**config.mk**
```make
export PLATFORM = sky130hd
export DESIGN_NAME = ram_clr_flat
export DESIGN_NICKNAME = d
export VERILOG_FILES = /design/src/rtl/ram_clr_if.sv /design/src/rtl/ram_clr.sv /design/src/flat_wrapper.sv
export SDC_FILE = /design/constraint.sdc
export NUM_CORES = 2
export LEC_CHECK = 0
export ABC_AREA = 0
export BUFFER_PORTS_ARGS = -buffer_cell sky130_fd_sc_hd__buf_2
export CORE_MARGIN = 1
export CORE_UTILIZATION = 55
export DETAILED_ROUTE_END_ITERATION = 10
export PLACE_DENSITY = 0.71
export SYNTH_ARGS = -nofsm -noshare
export SYNTH_HDL_FRONTEND = slang
export SYNTH_SLANG_ARGS = --single-unit
```
**constraint.sdc**
```tcl
create_clock -name CLK -period 19.45 [get_ports CLK]
set_input_delay 3.89 -clock CLK [delete_from_list [all_inputs] [get_ports CLK]]
set_output_delay 3.89 -clock CLK [all_outputs]
set_load 0.01 [all_outputs]
```
**src/rtl/ram_clr_if.sv**
```systemverilog
// ---------------------------------------------------------------------------
// ram_clr_if -- access/status bundle for the self-clearing RAM.
//
// Signals
//   EN, WE, ADDR, Din : user access request (EN qualifies WE)
//   CLR               : request to zero the whole array
//   Dout, DVALID      : registered read data and its one-cycle valid pulse
//   BUSY, DONE        : clear engine owns the array / clear just finished
//
// Modports
//   master : the side issuing accesses (drives requests, observes results)
//   slave  : the RAM itself
// ---------------------------------------------------------------------------
interface ram_clr_if #(
   parameter int ADDR_WIDTH = 8,
   parameter int DATA_WIDTH = 10
);
   logic                  EN;
   logic                  WE;
   logic [ADDR_WIDTH-1:0] ADDR;
   logic [DATA_WIDTH-1:0] Din;
   logic                  CLR;
   logic [DATA_WIDTH-1:0] Dout;
   logic                  DVALID;
   logic                  BUSY;
   logic                  DONE;

   modport master (
      output EN, WE, ADDR, Din, CLR,
      input  Dout, DVALID, BUSY, DONE
   );

   modport slave (
      input  EN, WE, ADDR, Din, CLR,
      output Dout, DVALID, BUSY, DONE
   );
endinterface

```
**src/rtl/ram_clr.sv**
```systemverilog
// ---------------------------------------------------------------------------
// ram_clr -- single-port RAM with a built-in sequential clear engine.
//
// After reset release, and whenever CLR is seen while idle, the engine writes
// zero to every word, one word per cycle, holding BUSY high for exactly
// MEM_SIZE cycles and pulsing DONE on the first idle cycle afterwards. While
// idle the array serves one read or write per cycle with one cycle of read
// latency. Addresses at or beyond MEM_SIZE read as zero and drop writes.
// MEM_SIZE must lie in 2 .. 2**ADDR_WIDTH.
//
// Ports
//   CLK   : clock, rising edge
//   RST_N : asynchronous active-low reset; forces the clear engine to restart
//   bus   : ram_clr_if.slave (EN, WE, ADDR, Din, CLR in; Dout, DVALID,
//           BUSY, DONE out)
//
// Parameters
//   ADDR_WIDTH, DATA_WIDTH, MEM_SIZE
//   RDW_MODE : 0 = Dout untouched by writes, 1 = writes also drive Dout
// ---------------------------------------------------------------------------
module ram_clr #(
   parameter int ADDR_WIDTH = 8,
   parameter int DATA_WIDTH = 10,
   parameter int MEM_SIZE   = 256,
   parameter int RDW_MODE   = 0
) (
   input  logic     CLK,
   input  logic     RST_N,
   ram_clr_if.slave bus
);

   typedef enum logic {
      IDLE  = 1'b0,
      CLEAR = 1'b1
   } state_t;

   localparam logic [ADDR_WIDTH-1:0] CNT_LAST   = ADDR_WIDTH'(MEM_SIZE - 1);
   localparam logic [ADDR_WIDTH:0]   MEM_SIZE_W = (ADDR_WIDTH + 1)'(MEM_SIZE);

   state_t                state_q, state_d;
   logic [ADDR_WIDTH-1:0] cnt_q, cnt_d;

   logic [DATA_WIDTH-1:0] mem [0:MEM_SIZE-1];

   logic                  in_range;
   logic                  acc;
   logic                  clr_last;
   logic                  mem_we;
   logic [ADDR_WIDTH-1:0] mem_waddr;
   logic [DATA_WIDTH-1:0] mem_wdata;

   logic [DATA_WIDTH-1:0] dout_p1;
   logic                  dvalid_p1;
   logic                  done_p1;

   // Extra leading bit so MEM_SIZE == 2**ADDR_WIDTH still compares correctly.
   assign in_range = ({1'b0, bus.ADDR} < MEM_SIZE_W);

   always_comb begin
      state_d   = state_q;
      cnt_d     = cnt_q;
      acc       = 1'b0;
      clr_last  = 1'b0;
      mem_we    = 1'b0;
      mem_waddr = bus.ADDR;
      mem_wdata = bus.Din;
      case (state_q)
         IDLE: begin
            // CLR beats a simultaneous access: the access is simply dropped.
            if (bus.CLR) begin
               state_d = CLEAR;
            end else if (bus.EN) begin
               acc    = 1'b1;
               mem_we = bus.WE && in_range;
            end
         end
         CLEAR: begin
            // User inputs, including a repeated CLR, are ignored here.
            mem_we    = 1'b1;
            mem_waddr = cnt_q;
            mem_wdata = '0;
            if (cnt_q == CNT_LAST) begin
               clr_last = 1'b1;
               cnt_d    = '0;
               state_d  = IDLE;
            end else begin
               cnt_d = cnt_q + 1'b1;
            end
         end
         default: state_d = CLEAR;
      endcase
   end

   // Stage p0 -> p1: control state and registered read port
   always_ff @(posedge CLK or negedge RST_N) begin
      if (!RST_N) begin
         state_q   <= CLEAR;
         cnt_q     <= '0;
         dout_p1   <= '0;
         dvalid_p1 <= 1'b0;
         done_p1   <= 1'b0;
      end else begin
         state_q   <= state_d;
         cnt_q     <= cnt_d;
         done_p1   <= clr_last;
         dvalid_p1 <= acc && (!bus.WE || (RDW_MODE != 0));
         if (acc) begin
            if (!bus.WE) begin
               dout_p1 <= in_range ? mem[bus.ADDR] : '0;
            end else if (RDW_MODE != 0) begin
               dout_p1 <= bus.Din;
            end
         end
      end
   end

   // Array contents are never reset; only the clear engine zeroes them.
   always_ff @(posedge CLK) begin
      if (mem_we) begin
         mem[mem_waddr] <= mem_wdata;
      end
   end

   assign bus.Dout   = dout_p1;
   assign bus.DVALID = dvalid_p1;
   assign bus.DONE   = done_p1;
   assign bus.BUSY   = (state_q == CLEAR);

endmodule

```
**src/flat_wrapper.sv**
```systemverilog
// flat-port wrapper written by rule: the top's interface ports become plain ports
module ram_clr_flat 
#(
   parameter int ADDR_WIDTH = 8,
   parameter int DATA_WIDTH = 10,
   parameter int MEM_SIZE   = 256,
   parameter int RDW_MODE   = 0
)
  (CLK, RST_N, bus_EN, bus_WE, bus_ADDR, bus_Din, bus_CLR, bus_Dout, bus_DVALID, bus_BUSY, bus_DONE);
  ram_clr_if #(.ADDR_WIDTH(ADDR_WIDTH), .DATA_WIDTH(DATA_WIDTH)) bus_i ();
  input  logic CLK;
  input  logic RST_N;
  input wire logic [$bits(bus_i.EN)-1:0] bus_EN;
  input wire logic [$bits(bus_i.WE)-1:0] bus_WE;
  input wire logic [$bits(bus_i.ADDR)-1:0] bus_ADDR;
  input wire logic [$bits(bus_i.Din)-1:0] bus_Din;
  input wire logic [$bits(bus_i.CLR)-1:0] bus_CLR;
  output wire logic [$bits(bus_i.Dout)-1:0] bus_Dout;
  output wire logic [$bits(bus_i.DVALID)-1:0] bus_DVALID;
  output wire logic [$bits(bus_i.BUSY)-1:0] bus_BUSY;
  output wire logic [$bits(bus_i.DONE)-1:0] bus_DONE;
  assign bus_i.EN = bus_EN;
  assign bus_i.WE = bus_WE;
  assign bus_i.ADDR = bus_ADDR;
  assign bus_i.Din = bus_Din;
  assign bus_i.CLR = bus_CLR;
  assign bus_Dout = bus_i.Dout;
  assign bus_DVALID = bus_i.DVALID;
  assign bus_BUSY = bus_i.BUSY;
  assign bus_DONE = bus_i.DONE;
  ram_clr #(.ADDR_WIDTH(ADDR_WIDTH), .DATA_WIDTH(DATA_WIDTH), .MEM_SIZE(MEM_SIZE), .RDW_MODE(RDW_MODE)) u_core (.CLK(CLK), .RST_N(RST_N), .bus(bus_i));
endmodule
```
==> results.ini <==
[run_status]
status=complete, but fails checks
violations=max-capacitance violations, max-slew violations

[pwr]
p_leak_uw=0.0360
p_per_area_nw_per_um2=103
ir_worst_vdd_mv=0.0863

[clocking]
cts_tree=yes
cts.sinks=2581
root_buffer=clkbuf_16
cts_htree_levels=4
clock_latency_ps=870
cts_hold_buf=0
cts_max_path_buffers=3
cts.repair.resized=0
cts_buffers=238
clk_pin_slew_ps=60
cts_setup_buffers=0

[sta]
hold_viol_final=0
setup_viol=0
timing.final.max_slew_violations=84
finalCritPeriodShare=0.418
finClkSkew_ps=45.0
final.setup.tns_ps=0
tightest_slew_ps=1570
maxSlewHeadroom=-0.0435
fin_crit_ps=8140
rsz0062_at_grt=false
fmax_mhz=123
hold-worst-slack_ps=529

[critical_path]
cp_max_fo=48
arrival_ps=8830
cp-start-kind=input port
cp-end-kind=register
critPathKind=input port to register
critPathRequiredTime_ps=20140

[synth]
postSynthAreaPerCell_sq_um=20.0
yosysTopAreaCell=edfxtp_1
synth_flop_cell=edfxtp_1
synth_cell_types=76
seq_area_frac_synth=0.768
ys_ff_latch=2581
synthTopCellsByArea=edfxtp_1 (76%), mux4_2 (8.8%), mux2i_1 (5.0%)
synth_top_area_frac=0.763
synth_nets=5064
synth_edf_count=2560
synth_area_sq_um=101000
async_flop_share=0.00814
syn-instance-count=5040
synth_warnings=0

[placed_design]
place_congestion=0.945
placed_area_sq_um=103000
placedCellCount=7269
dp_hpwl_microns=158000
io_buffers=35

[floorplan]
die_h_microns=430
die-area_sq_um=185000
io-pin-count=36
core_sq_um=181000
die_w_microns=430
start_util=0.556
rows=156

[drt]
viasPerCell=6.77
first_pass_iters=7
drc=0
wire_per_inst_microns=33.8
drt-total-wl_microns=261000
drtIter0Drc=7837
ant_nets=0
vias=52200

[final_layout]
fillers=12300
multi_input_area_sq_um=21500
seqCellArea_sq_um=77400
postLayoutCellArea_sq_um=111000
nNetsFinal=5164
area_growth_pct=9.73
drive_gt1_frac=0.176
layout.cells.non_filler=7715
final_cell_mix=edfxtp_1 (2,560), mux2i_1 (508), mux4_2 (393)
final_common_cell=edfxtp_1

[global_routing]
antenna_found_initial=9
grt_pass1_wl_microns=370000
track_usage=0.281
grt_remaining_overflow=0
grt_max_degree=225
grt_pass1_vias=50800

[run]
max-cap-violations=1

[worst_hold_path]
hp-class=register to register

power by group:
| part | total [uW] | switching (uW) | internal (uW) | leakage (uW) |
|---|---|---|---|---|
| registers | 6170 | 36.7 | 6140 | 0.0240 |
| clock network | 4460 | 2030 | 2430 | 0.00361 |
| logic | 769 | 558 | 211 | 0.00836 |
| total | 11400 | 2620 | 8780 | 0.0360 |
sequential cells by signal, summed over array words and instances, names as in the netlist:
register           count
u_core.bus.DONE        1
u_core.cnt_q           8
u_core.bus.DVALID      1
u_core.bus.Dout       10
u_core.mem          2560
u_core.bus.BUSY        1
routing by layer:
| metal | GRT usage | part of all wire | wire length [microns] | vias up |
|---|---|---|---|---|
| met4 | 0.115 | 0.044 | 11500 | 8 |
| met2 | 0.425 | 0.46 | 121000 | 3313 |
| met5 | 0.00468 | 0.00091 | 237 | - |
| li1 | - | - | - | 21100 |
| met1 | 0.391 | 0.38 | 98300 | 27200 |
| met3 | 0.0758 | 0.12 | 30400 | 582 |
path summary, 6_finish.rpt:
| check | startpoint | to | slack (ps) | cells past startpoint |
|---|---|---|---|---|
| worst min-delay path | u_core.cnt_q[2]$_DFFE_PN0P_ | u_core.cnt_q[2]$_DFFE_PN0P_ | 530 | 1 |
| worst min register to register | u_core.cnt_q[2]$_DFFE_PN0P_ | u_core.cnt_q[2]$_DFFE_PN0P_ | 530 | 1 |
| max in group asynchronous | RST_N | u_core.bus.Dout[3]$_DFFE_PN0P_ | 15900 | 1 |
| worst max-delay path | bus_ADDR[0] | u_core.bus.Dout[2]$_DFFE_PN0P_ | 11310 | 10 |
| min in group asynchronous | RST_N | u_core.bus.DONE$_DFF_PN0_ | 3070 | 1 |
| worst max register to register | u_core.bus.BUSY$_DFF_PN1_ | u_core.mem[134][9]$_DFFE_PP_ | 14680 | 5 |
stage by stage:
step / setup WS, ps / utilization / power (uW)
floorplan: 7970 / - / 6730
finish: 11310 / 0.610 / 11400
detailed placement: 10550 / 0.569 / 7030
CTS: 11480 / 0.610 / 11400
global route: 11250 / 0.610 / 11600
global placement: 10610 / 0.569 / 7020
final cells by class:
type / count / share of cell area
Clock inverter: 142 / 0.0107
Antenna cell: 7 / 0.000158
Sequential cell: 2581 / 0.700
Timing Repair Buffer: 161 / 0.0113
Multi-Input combinational cell: 2144 / 0.194
Inverter: 14 / 0.000543
Clock buffer: 296 / 0.0561
Tap cell: 2370 / 0.0268
critical path, stage by stage:
cell and delay (ps):
buf_8 390, buf_4 580, buf_4 670, buf_4 780, mux2i_1 310, o22ai_1 110, nor3_1 620, a31oi_1 380
o21ai_0 790, o311ai_1 160
cells in the mapped netlist, types with 23 or more instances:
cell / n
o221ai_1: 67
o21ai_0: 75
mux4_2: 393
buf_6: 43
o22ai_1: 146
a211oi_1: 47
buf_2: 59
nor2_1: 314
clkbuf_1: 94
a221oi_1: 42
buf_4: 64
edfxtp_1: 2560
nor3_1: 23
a21oi_1: 92
nand2_1: 162
a2111oi_0: 33
nand3_1: 36
mux2i_1: 508
cell families (layout without fill, tap and decap cells):
logic type | Yosys count | in the layout | share of synthesized area
AND/OR/NAND/NOR | 591 | 591 | 0.0244
buffers and inverters | 315 | 613 | 0.0206
multiplexers | 924 | 924 | 0.143
AO/OA/AOI/OAI | 622 | 622 | 0.0432
flip-flops | 2581 | 2581 | 0.768
XOR/XNOR | 6 | 6 | 0.000521
adder cells (fa/ha/maj) | 1 | 1 | 0.000124
other | 0 | 7 | 0
(Power assumes the default switching activity.)
